===== config.mk =====
export PLATFORM = sky130hd
export DESIGN_NAME = car_led_monitor
export DESIGN_NICKNAME = d
export VERILOG_FILES = /design/src/rtl/car_led_monitor.sv
export SDC_FILE = /design/constraint.sdc
export NUM_CORES = 1
export LEC_CHECK = 0
export CORE_ASPECT_RATIO = 1.4
export CORE_UTILIZATION = 50
export CTS_CLUSTER_SIZE = 24
export DETAILED_ROUTE_END_ITERATION = 12
export GPL_TIMING_DRIVEN = 1
export PLACE_DENSITY = 0.85
export SLEW_MARGIN = 20
export SYNTH_ARGS = -nofsm -noshare
export SYNTH_HDL_FRONTEND = slang
export SYNTH_SLANG_ARGS = --single-unit

===== constraint.sdc =====
create_clock -name clk -period 4.02 [get_ports clk]
set_input_delay 0.804 -clock clk [delete_from_list [all_inputs] [get_ports clk]]
set_output_delay 0.804 -clock clk [all_outputs]
set_load 0.02 [all_outputs]

===== src/rtl/car_led_monitor.sv =====
// Decodes sequential turn-signal lamp patterns into a registered driving mode,
// tracks completed blink cycles and flags illegal, conflicting or stuck patterns.
module car_led_monitor (
  input  logic       clk,
  input  logic       reset,
  input  logic [2:0] led_left,
  input  logic [2:0] led_right,
  output logic [2:0] mode,
  output logic       mode_valid,
  output logic       brake_flag,
  output logic       fault,
  output logic [1:0] fault_code,
  output logic       fault_sticky,
  output logic [7:0] wrap_count
);

  typedef enum logic [2:0] {
    ST_HOLD0, ST_HOLD1, ST_ADV, ST_WRAP, ST_RISE, ST_CANCEL, ST_BAD
  } step_t;

  typedef enum logic [2:0] {
    M_IDLE    = 3'd0,
    M_LEFT    = 3'd1,
    M_RIGHT   = 3'd2,
    M_HAZARD  = 3'd3,
    M_BRAKE   = 3'd4,
    M_UNKNOWN = 3'd7
  } mode_t;

  localparam logic [1:0] FC_ILLEGAL  = 2'b01;
  localparam logic [1:0] FC_CONFLICT = 2'b10;
  localparam logic [1:0] FC_STUCK    = 2'b11;

  function automatic step_t classify(input logic [2:0] p, input logic [2:0] c);
    step_t s;
    case ({p, c})
      6'b000_000:                         s = ST_HOLD0;
      6'b111_111:                         s = ST_HOLD1;
      6'b000_001, 6'b001_011, 6'b011_111: s = ST_ADV;
      6'b111_000:                         s = ST_WRAP;
      6'b000_111:                         s = ST_RISE;
      6'b001_000, 6'b011_000:             s = ST_CANCEL;
      default:                            s = ST_BAD;
    endcase
    return s;
  endfunction

  logic [2:0] prev_l, prev_r;
  logic       primed;
  logic [1:0] mix_cnt;
  mode_t      mode_q, mode_n;

  step_t      sl, sr, hl, hr;
  logic       brake_n, fault_n, sticky_n, wrap_inc;
  logic [1:0] code_n, mix_n;
  logic [7:0] wc_n;
  logic       move_l, move_r, hold_l, hold_r, conflict;

  // Next-state decode: one prioritised pass over the current left/right step pair.
  always_comb begin
    sl       = classify(prev_l, led_left);
    sr       = classify(prev_r, led_right);
    hl       = (sl == ST_CANCEL) ? ST_HOLD0 : sl;
    hr       = (sr == ST_CANCEL) ? ST_HOLD0 : sr;
    move_l   = (sl == ST_ADV) || (sl == ST_WRAP);
    move_r   = (sr == ST_ADV) || (sr == ST_WRAP);
    hold_l   = (hl == ST_HOLD0) || (hl == ST_HOLD1);
    hold_r   = (hr == ST_HOLD0) || (hr == ST_HOLD1);
    conflict = ((sl == ST_ADV) && (sr == ST_ADV))
            || (move_l && (sr == ST_CANCEL))
            || (move_r && (sl == ST_CANCEL))
            || ((hl == ST_RISE) && hold_r)
            || ((hr == ST_RISE) && hold_l);

    mode_n   = mode_q;
    brake_n  = brake_flag;
    fault_n  = 1'b0;
    code_n   = fault_code;
    sticky_n = fault_sticky;
    wrap_inc = 1'b0;
    mix_n    = 2'd0;

    if ((sl == ST_BAD) || (sr == ST_BAD)) begin
      mode_n  = M_UNKNOWN;
      brake_n = 1'b0;
      fault_n = 1'b1;
      code_n  = FC_ILLEGAL;
    end else if (conflict) begin
      mode_n  = M_UNKNOWN;
      brake_n = 1'b0;
      fault_n = 1'b1;
      code_n  = FC_CONFLICT;
    end else if ((sl == ST_WRAP) && (sr == ST_WRAP)) begin
      mode_n   = M_HAZARD;
      brake_n  = 1'b0;
      wrap_inc = 1'b1;
    end else if ((sl == ST_RISE) && (sr == ST_RISE)) begin
      mode_n = mode_q;
    end else if (move_l) begin
      mode_n   = M_LEFT;
      wrap_inc = (sl == ST_WRAP);
      brake_n  = (hr == ST_HOLD1) || (hr == ST_RISE);
    end else if (move_r) begin
      mode_n   = M_RIGHT;
      wrap_inc = (sr == ST_WRAP);
      brake_n  = (hl == ST_HOLD1) || (hl == ST_RISE);
    end else if ((hl == ST_HOLD0) && (hr == ST_HOLD0)) begin
      mode_n  = M_IDLE;
      brake_n = 1'b0;
    end else if ((hl == ST_HOLD1) && (hr == ST_HOLD1)) begin
      mode_n  = M_BRAKE;
      brake_n = 1'b0;
    end else if (mix_cnt == 2'd3) begin
      mode_n  = M_UNKNOWN;
      brake_n = 1'b0;
      fault_n = 1'b1;
      code_n  = FC_STUCK;
    end else begin
      mix_n = mix_cnt + 2'd1;
    end

    if (fault_n) begin
      sticky_n = 1'b1;
    end

    // A mode change restarts the count, but the step that caused it may itself be a wrap.
    if (mode_n != mode_q) begin
      wc_n = wrap_inc ? 8'd1 : 8'd0;
    end else if (wrap_inc && (wrap_count != 8'hFF)) begin
      wc_n = wrap_count + 8'd1;
    end else begin
      wc_n = wrap_count;
    end
  end

  // The first edge after reset only captures prev; decoding starts on the second.
  always_ff @(posedge clk) begin
    if (reset) begin
      prev_l       <= 3'b000;
      prev_r       <= 3'b000;
      primed       <= 1'b0;
      mix_cnt      <= 2'd0;
      mode_q       <= M_IDLE;
      mode_valid   <= 1'b0;
      brake_flag   <= 1'b0;
      fault        <= 1'b0;
      fault_code   <= 2'b00;
      fault_sticky <= 1'b0;
      wrap_count   <= 8'd0;
    end else begin
      prev_l <= led_left;
      prev_r <= led_right;
      primed <= 1'b1;
      if (primed) begin
        mix_cnt      <= mix_n;
        mode_q       <= mode_n;
        mode_valid   <= 1'b1;
        brake_flag   <= brake_n;
        fault        <= fault_n;
        fault_code   <= code_n;
        fault_sticky <= sticky_n;
        wrap_count   <= wc_n;
      end
    end
  end

  assign mode = mode_q;

endmodule


After elaboration in Yosys (flattened, before gate mapping)
Cells that the tools add are included.
{"block": "totals", "in_bits": 8, "register_bits": 26, "out_inout_bits": 17, "wordCells": 148}
{"block": "classes", "muxes": 59, "n_eq_ne": 40, "reduce_logical": 36, "add_sub_neg": 2}
{"op": "$mux W2", "n": 18}
{"op": "$pmux W3 S6", "n": 2}
{"op": "$mux W3", "n": 11}
{"op": "$mux W1", "n": 26}
{"op": "$eq A3 B3 Y1 const B", "n": 8}
{"op": "$eq A6 B4 Y1 const B", "n": 4}
{"op": "$eq A6 B5 Y1 const B", "n": 4}
{"op": "$eq A6 B6 Y1 const B", "n": 4}
{"op": "$mux W8", "n": 2}
{"op": "$eq A3 B2 Y1 const B", "n": 4}
{"op": "$eq A6 B1 Y1 const B", "n": 2}
{"op": "$eq A6 B3 Y1 const B", "n": 2}
{"op": "$logic_not A6 Y1", "n": 2}
{"op": "$ne A3 B3 Y1 const B", "n": 4}
{"op": "$logic_or A1 B1 Y1", "n": 11}
{"op": "$logic_and A1 B1 Y1", "n": 10}
{"op": "$add A8 B1 Y8 const B", "n": 1}
{"op": "$ne A8 B8 Y1 const B", "n": 1}
{"op": "$reduce_and A8 Y1", "n": 1}
{"op": "$reduce_bool A8 Y1", "n": 1}
{"op": "$eq A3 B1 Y1 const B", "n": 2}
{"op": "$logic_not A3 Y1", "n": 2}
{"op": "$ne A3 B1 Y1 const B", "n": 2}
{"op": "$reduce_or A3 Y1", "n": 2}
{"op": "9 further kinds", "n": 11}

Depth between registers and ports, before layout
Gate-level depths: netlist of the first run.
{"block": "logic_depth", "ltp_word": 18, "mapped_depth": 11, "depth_no_buf": 8}

Least setup slack after synthesis of the first run
No wires, ideal clock.
{"block": "synth_path", "path_type": "input -> register", "start": "input port led_left[1]", "end": "register wrap_count[1]", "slack_ns": 1.077, "arrival_time_ns": 2.810, "setup_ns": 0.132, "t_required_ns": 3.888, "n_path_buf": 3, "path_stages": 11, "cell_sequence": "buf_4 -> nand3_1 -> nor4_4 -> o21a_1 -> or4b_1 -> a31o_1 -> and4b_1 -> buf_6 -> buf_8 -> o211ai_1 -> a21oi_1"}
{"block": "synth_between", "elab_chain_cells": 18, "elab_cells_between_ends": 55, "classes_between": "eq/ne (16); mux (16); reduce/logical (23)"}
{"element": "start, declared", "line_no": "6", "rtl": "input logic [2:0] led_left,"}
{"element": "$eq A6 B1 Y1, or another cell as far along", "line_no": "36", "rtl": "case ({p, c})"}
{"element": "$reduce_or A3 Y1 / $reduce_or A2 Y1 (equally long branches)", "line_no": "36"}
{"element": "$pmux W3 S6 *", "line_no": "36"}
{"element": "$eq A3 B3 Y1", "line_no": "63, 71"}
{"element": "$mux W3", "line_no": "63", "rtl": "hl = (sl == ST_CANCEL) ? ST_HOLD0 : sl;"}
{"element": "$eq A3 B1 Y1", "line_no": "67, 110"}
{"element": "$logic_and A1 B1 Y1", "line_no": "110", "rtl": "end else if ((hl == ST_HOLD1) && (hr == ST_HOLD1)) begin"}
{"element": "$mux W3", "line_no": "110"}
{"element": "[... 2 more ...]"}
{"element": "$mux W3", "line_no": "99", "rtl": "end else if (move_l) begin"}
{"element": "$mux W3", "line_no": "97", "rtl": "end else if ((sl == ST_RISE) && (sr == ST_RISE)) begin"}
{"element": "$mux W3", "line_no": "93", "rtl": "end else if ((sl == ST_WRAP) && (sr == ST_WRAP)) begin"}
{"element": "$mux W3", "line_no": "88", "rtl": "end else if (conflict) begin"}
{"element": "$mux W3", "line_no": "83", "rtl": "if ((sl == ST_BAD) || (sr == ST_BAD)) begin"}
{"element": "$ne A3 B3 Y1", "line_no": "127", "rtl": "if (mode_n != mode_q) begin"}
{"element": "$reduce_bool A2 Y1 (no source line)"}
{"element": "$reduce_and A2 Y1 (no source line)"}
{"element": "end signal, assigned", "line_no": "162", "rtl": "wrap_count <= wc_n;"}
{"element": "end, declared", "line_no": "14", "rtl": "output logic [7:0] wrap_count"}
Every way passes the cells marked *; elsewhere a longest branch is shown, timed or not.
A chain may end at the register's enable or synchronous reset.

Worst setup path after layout of the first run
{"block": "layout_path", "start": "input port led_left[2]", "end": "register wrap_count[0]"}
Same word-level chain as after synthesis.

==> results_dict.tcl, run 1 <==
set metrics [dict create \
    boundaryPins 25 \
    start_util 0.5283 \
    die-width_microns 54.91 \
    cts_resized 0 \
    htreeDepth 1 \
    drtIter0Drc 62 \
    grt_pass1_vias 1647 \
    irDropWorstVdd_mv 0.1631 \
    combPwrFrac 0.169 \
    setup_viol 0 \
    die_height_microns 76.07 \
    switching_share 0.2699 \
    clkSinkCount 26 \
    fin_tns_setup_ns 0 \
    critical_path.startpoint_type "input pin" \
    final_util 0.5857 \
    clk_latency_ns 0.28 \
    nFillCells 360 \
    dominantRegCellSynth "dfxtp_1" \
    dr.pass1.iters 4 \
    fin_crit_ns 3.592 \
    cts_setup_buffers 0 \
    numCtsBuffers 3 \
    antenna_found_initial 0 \
    critPathCaptureType "flop" \
    clkPwrFrac 0.366 \
    gpl.final_weighted_congestion 0.9074 \
    leakage_nw 0.7911 \
    p_seq_frac 0.465 \
    die-area_sq_um 4177 \
    grt_util_all_layers 0.2214 \
    core_area_sq_um 3709 \
    cts_tree "yes" \
    intPower_mw 0.4463 \
    syn-num-nets 242 \
    root_buffer "clkbuf_8" \
    powerDensity_nw_per_um2 281.4 \
    synthTopCellsByArea "dfxtp_1 (27%), buf_6 (4.6%), a21oi_1 (3.8%), nand2b_1 (3.8%), and4b_1 (3.6%)" \
    viasPerCell 6.291 \
    place_hpwl_microns 3055 \
    path_class "in2reg" \
    vias 1793 \
    finalCritPeriodShare 0.8934 \
    synthToLayoutAreaGrowth_pct 10.86 \
    clock.fmax_mhz 278.4 \
    arrival_ns 3.77 \
    n_antenna_cell 0 \
    switching_power_mw 0.1649 \
    ys_ff_latch 26 \
    wl_per_cell_microns 15.19 \
    synth_top_area_frac 0.2656 \
    hold_class "reg2reg" \
    required_ns 4.20 \
    dp_slack_ns 0.1531 \
    avgSynthCellArea_sq_um 8.446 \
    maxCapViolCount 0 \
    clock_skew_ns 0.002965 \
    std_cell_rows 26 \
    worstMarginPinSlew_ns 0.9360 \
    final_nets 254 \
    critPathMaxFanout 15 \
    synth_area_sq_um 1959 \
    hold_violations 0 \
    drv_slew 0 \
    synth_warnings 0 \
    synth_area_leader_cell "dfxtp_1" \
    grt.overflow.total 0 \
    syn_inst 232 \
    multi_input_area_sq_um 1269 \
    drive_above_1_share 0.06996 \
    synthArstFlopShare 0 \
    rsz0062_at_grt "false" \
    grt_max_degree 31 \
    clk_path_buf_depth 2 \
    numPortBuffers 24 \
    cts.reportedPaths.clkPinSlew_ns 0.10 \
    regArea_sq_um 520.5 \
    synth_edf_count 0 \
    run_status "complete, no violations" \
    synth.distinct_cells 56 \
    remaining_drc_errors 0 \
    setup_slack_ns 0.4283 \
    routed_wl_microns 4329 \
    grt_pass1_wl_microns 7141 \
    antenna_left 0 \
    ys_seq_area_frac 0.2656 \
    cts_hold_buf 0 \
    maxSlewHeadroom 0.3740 \
]
[power by group through the flow]
| stage | Clock, mW | Combinational (mW) | Sequential, mW |
|---|---|---|---|
| floorplan | 0 | 0.0818 | 0.288 |
| global placement | 0 | 0.101 | 0.290 |
| detailed placement | 0 | 0.103 | 0.290 |
| CTS | 0.231 | 0.103 | 0.284 |
| global route | 0.236 | 0.111 | 0.287 |
| finish | 0.224 | 0.103 | 0.284 |
[metal layers]
layer | global-route usage | vias to the layer above | routed length, microns
li1 | - | 903 | -
met1 | 0.2658 | 836 | 1887
met2 | 0.3807 | 45 | 2219
met3 | 0.02395 | 9 | 152
met4 | 0.08500 | 0 | 70
met5 | 0 | - | 0
[layout make-up]
cell class              count  area share
clock buffers               3     0.01901
clock inverters             1     0.01382
inverters                   5    0.008641
multi-input cells         184      0.5841
flip-flops and latches     26      0.2396
well taps                  42     0.02419
repair buffers             24      0.1106
[synthesized netlist by cell type, types with 2 or more instances]
cell type,count
o21ai_0,4
o21a_1,2
clkbuf_1,3
buf_6,8
xnor2_1,2
and2_1,3
or4_1,4
nand3_1,13
o211ai_1,2
o22ai_1,2
nor4_4,3
a21oi_1,15
nor2_1,17
nand4_1,9
nand4b_1,2
nor4_1,5
and3_1,9
mux2i_1,3
a211oi_1,5
and2b_1,3
or3_1,2
and4b_1,7
buf_4,4
inv_1,5
nand2_1,12
dfxtp_1,26
nor3_1,5
nand2b_1,12
ha_1,2
nor2b_1,10
a31oi_1,7
a21o_1,2
[state kept, by name (all words and copies together), names as in the netlist]
| register | count |
|---|---|
| primed | 1 |
| fault_sticky | 1 |
| fault | 1 |
| prev_l | 3 |
| prev_r | 3 |
| wrap_count | 8 |
| mix_cnt | 2 |
| fault_code | 2 |
| mode_valid | 1 |
| brake_flag | 1 |
| mode | 3 |
[layout by cell type, fill, tap and decap left out, drive strengths merged, types with 2 or more instances in the layout]
cell           instances
or3                    3
clkbuf                 3
nand4b                 2
o22ai                  2
or4                    5
a21o                   2
nand2                 12
nand2b                12
nand3                 14
and3                   9
and2b                  4
a31o                   2
nor2b                 10
mux2i                  3
nor2                  17
and4b                  7
inv                    5
dfxtp                 26
nand4                  9
xnor2                  3
ha                     2
clkdlybuf4s50         24
and2                   3
a31oi                  8
a211oi                 5
o21ai                  5
nor3                   5
o21a                   2
o211ai                 3
a21oi                 15
nor4                   8
[critical path, stage by stage]
cell and delay [ns]:
clkdlybuf4s50_1 0.64, or4_1 0.24, o22ai_1 0.11, a32o_1 0.25, nor4_4 0.53, a31oi_1 0.16
and4b_1 0.65, a31oi_4 0.14, o2111a_1 0.24
[logic make-up (layout without fill, tap and decap cells)]
kind of cell             after synthesis  after routing  synth area share
buffers and inverters                 22             33           0.08684
AO/OA/AOI/OAI                         53             53            0.1922
multiplexers                           3              3           0.01533
adder cells (fa/ha/maj)                2              2           0.01277
AND/OR/NAND/NOR                      123            123            0.4042
XOR/XNOR                               3              3           0.02299
flip-flops                            26             26            0.2656
[metrics by stage]
| stage | area [sq um] | hold slack, ns | instances | power [mW] |
|---|---|---|---|---|
| 6_report | 2172 | 0.4618 | 285 | 0.6112 |
| 5_1_grt | 2172 | 0.4842 | 285 | 0.6342 |
| 4_1_cts | 2172 | 0.4671 | 285 | 0.6179 |
| 3_5_place_dp | 2101 | 0.4513 | 281 | 0.3925 |
| 3_3_place_gp | 2101 | 0.4387 | 281 | 0.3909 |
| 2_1_floorplan | 1959 | 0.4491 | 232 | 0.3700 |
[final timing paths]
path,start,endpoint,slack [ns],depth (start not counted)
min,fault_sticky$_SDFFE_PP0P_,fault_sticky$_SDFFE_PP0P_,0.46,2
max,led_left[2],wrap_count[0]$_SDFFE_PP0P_,0.43,9
max reg2reg,prev_r[0]$_SDFF_PP0_,wrap_count[0]$_SDFFE_PP0P_,1.04,8
min reg2reg,fault_sticky$_SDFFE_PP0P_,fault_sticky$_SDFFE_PP0P_,0.46,2
Note: power is estimated with default switching activity, not from simulation.
==> inputs of run 2 (changes only) <==
CTS_CLUSTER_SIZE = 20   (was 24)
==> results of run 2 <==
Same layout as run 1: the final DEF is identical, and so are final timing and power.
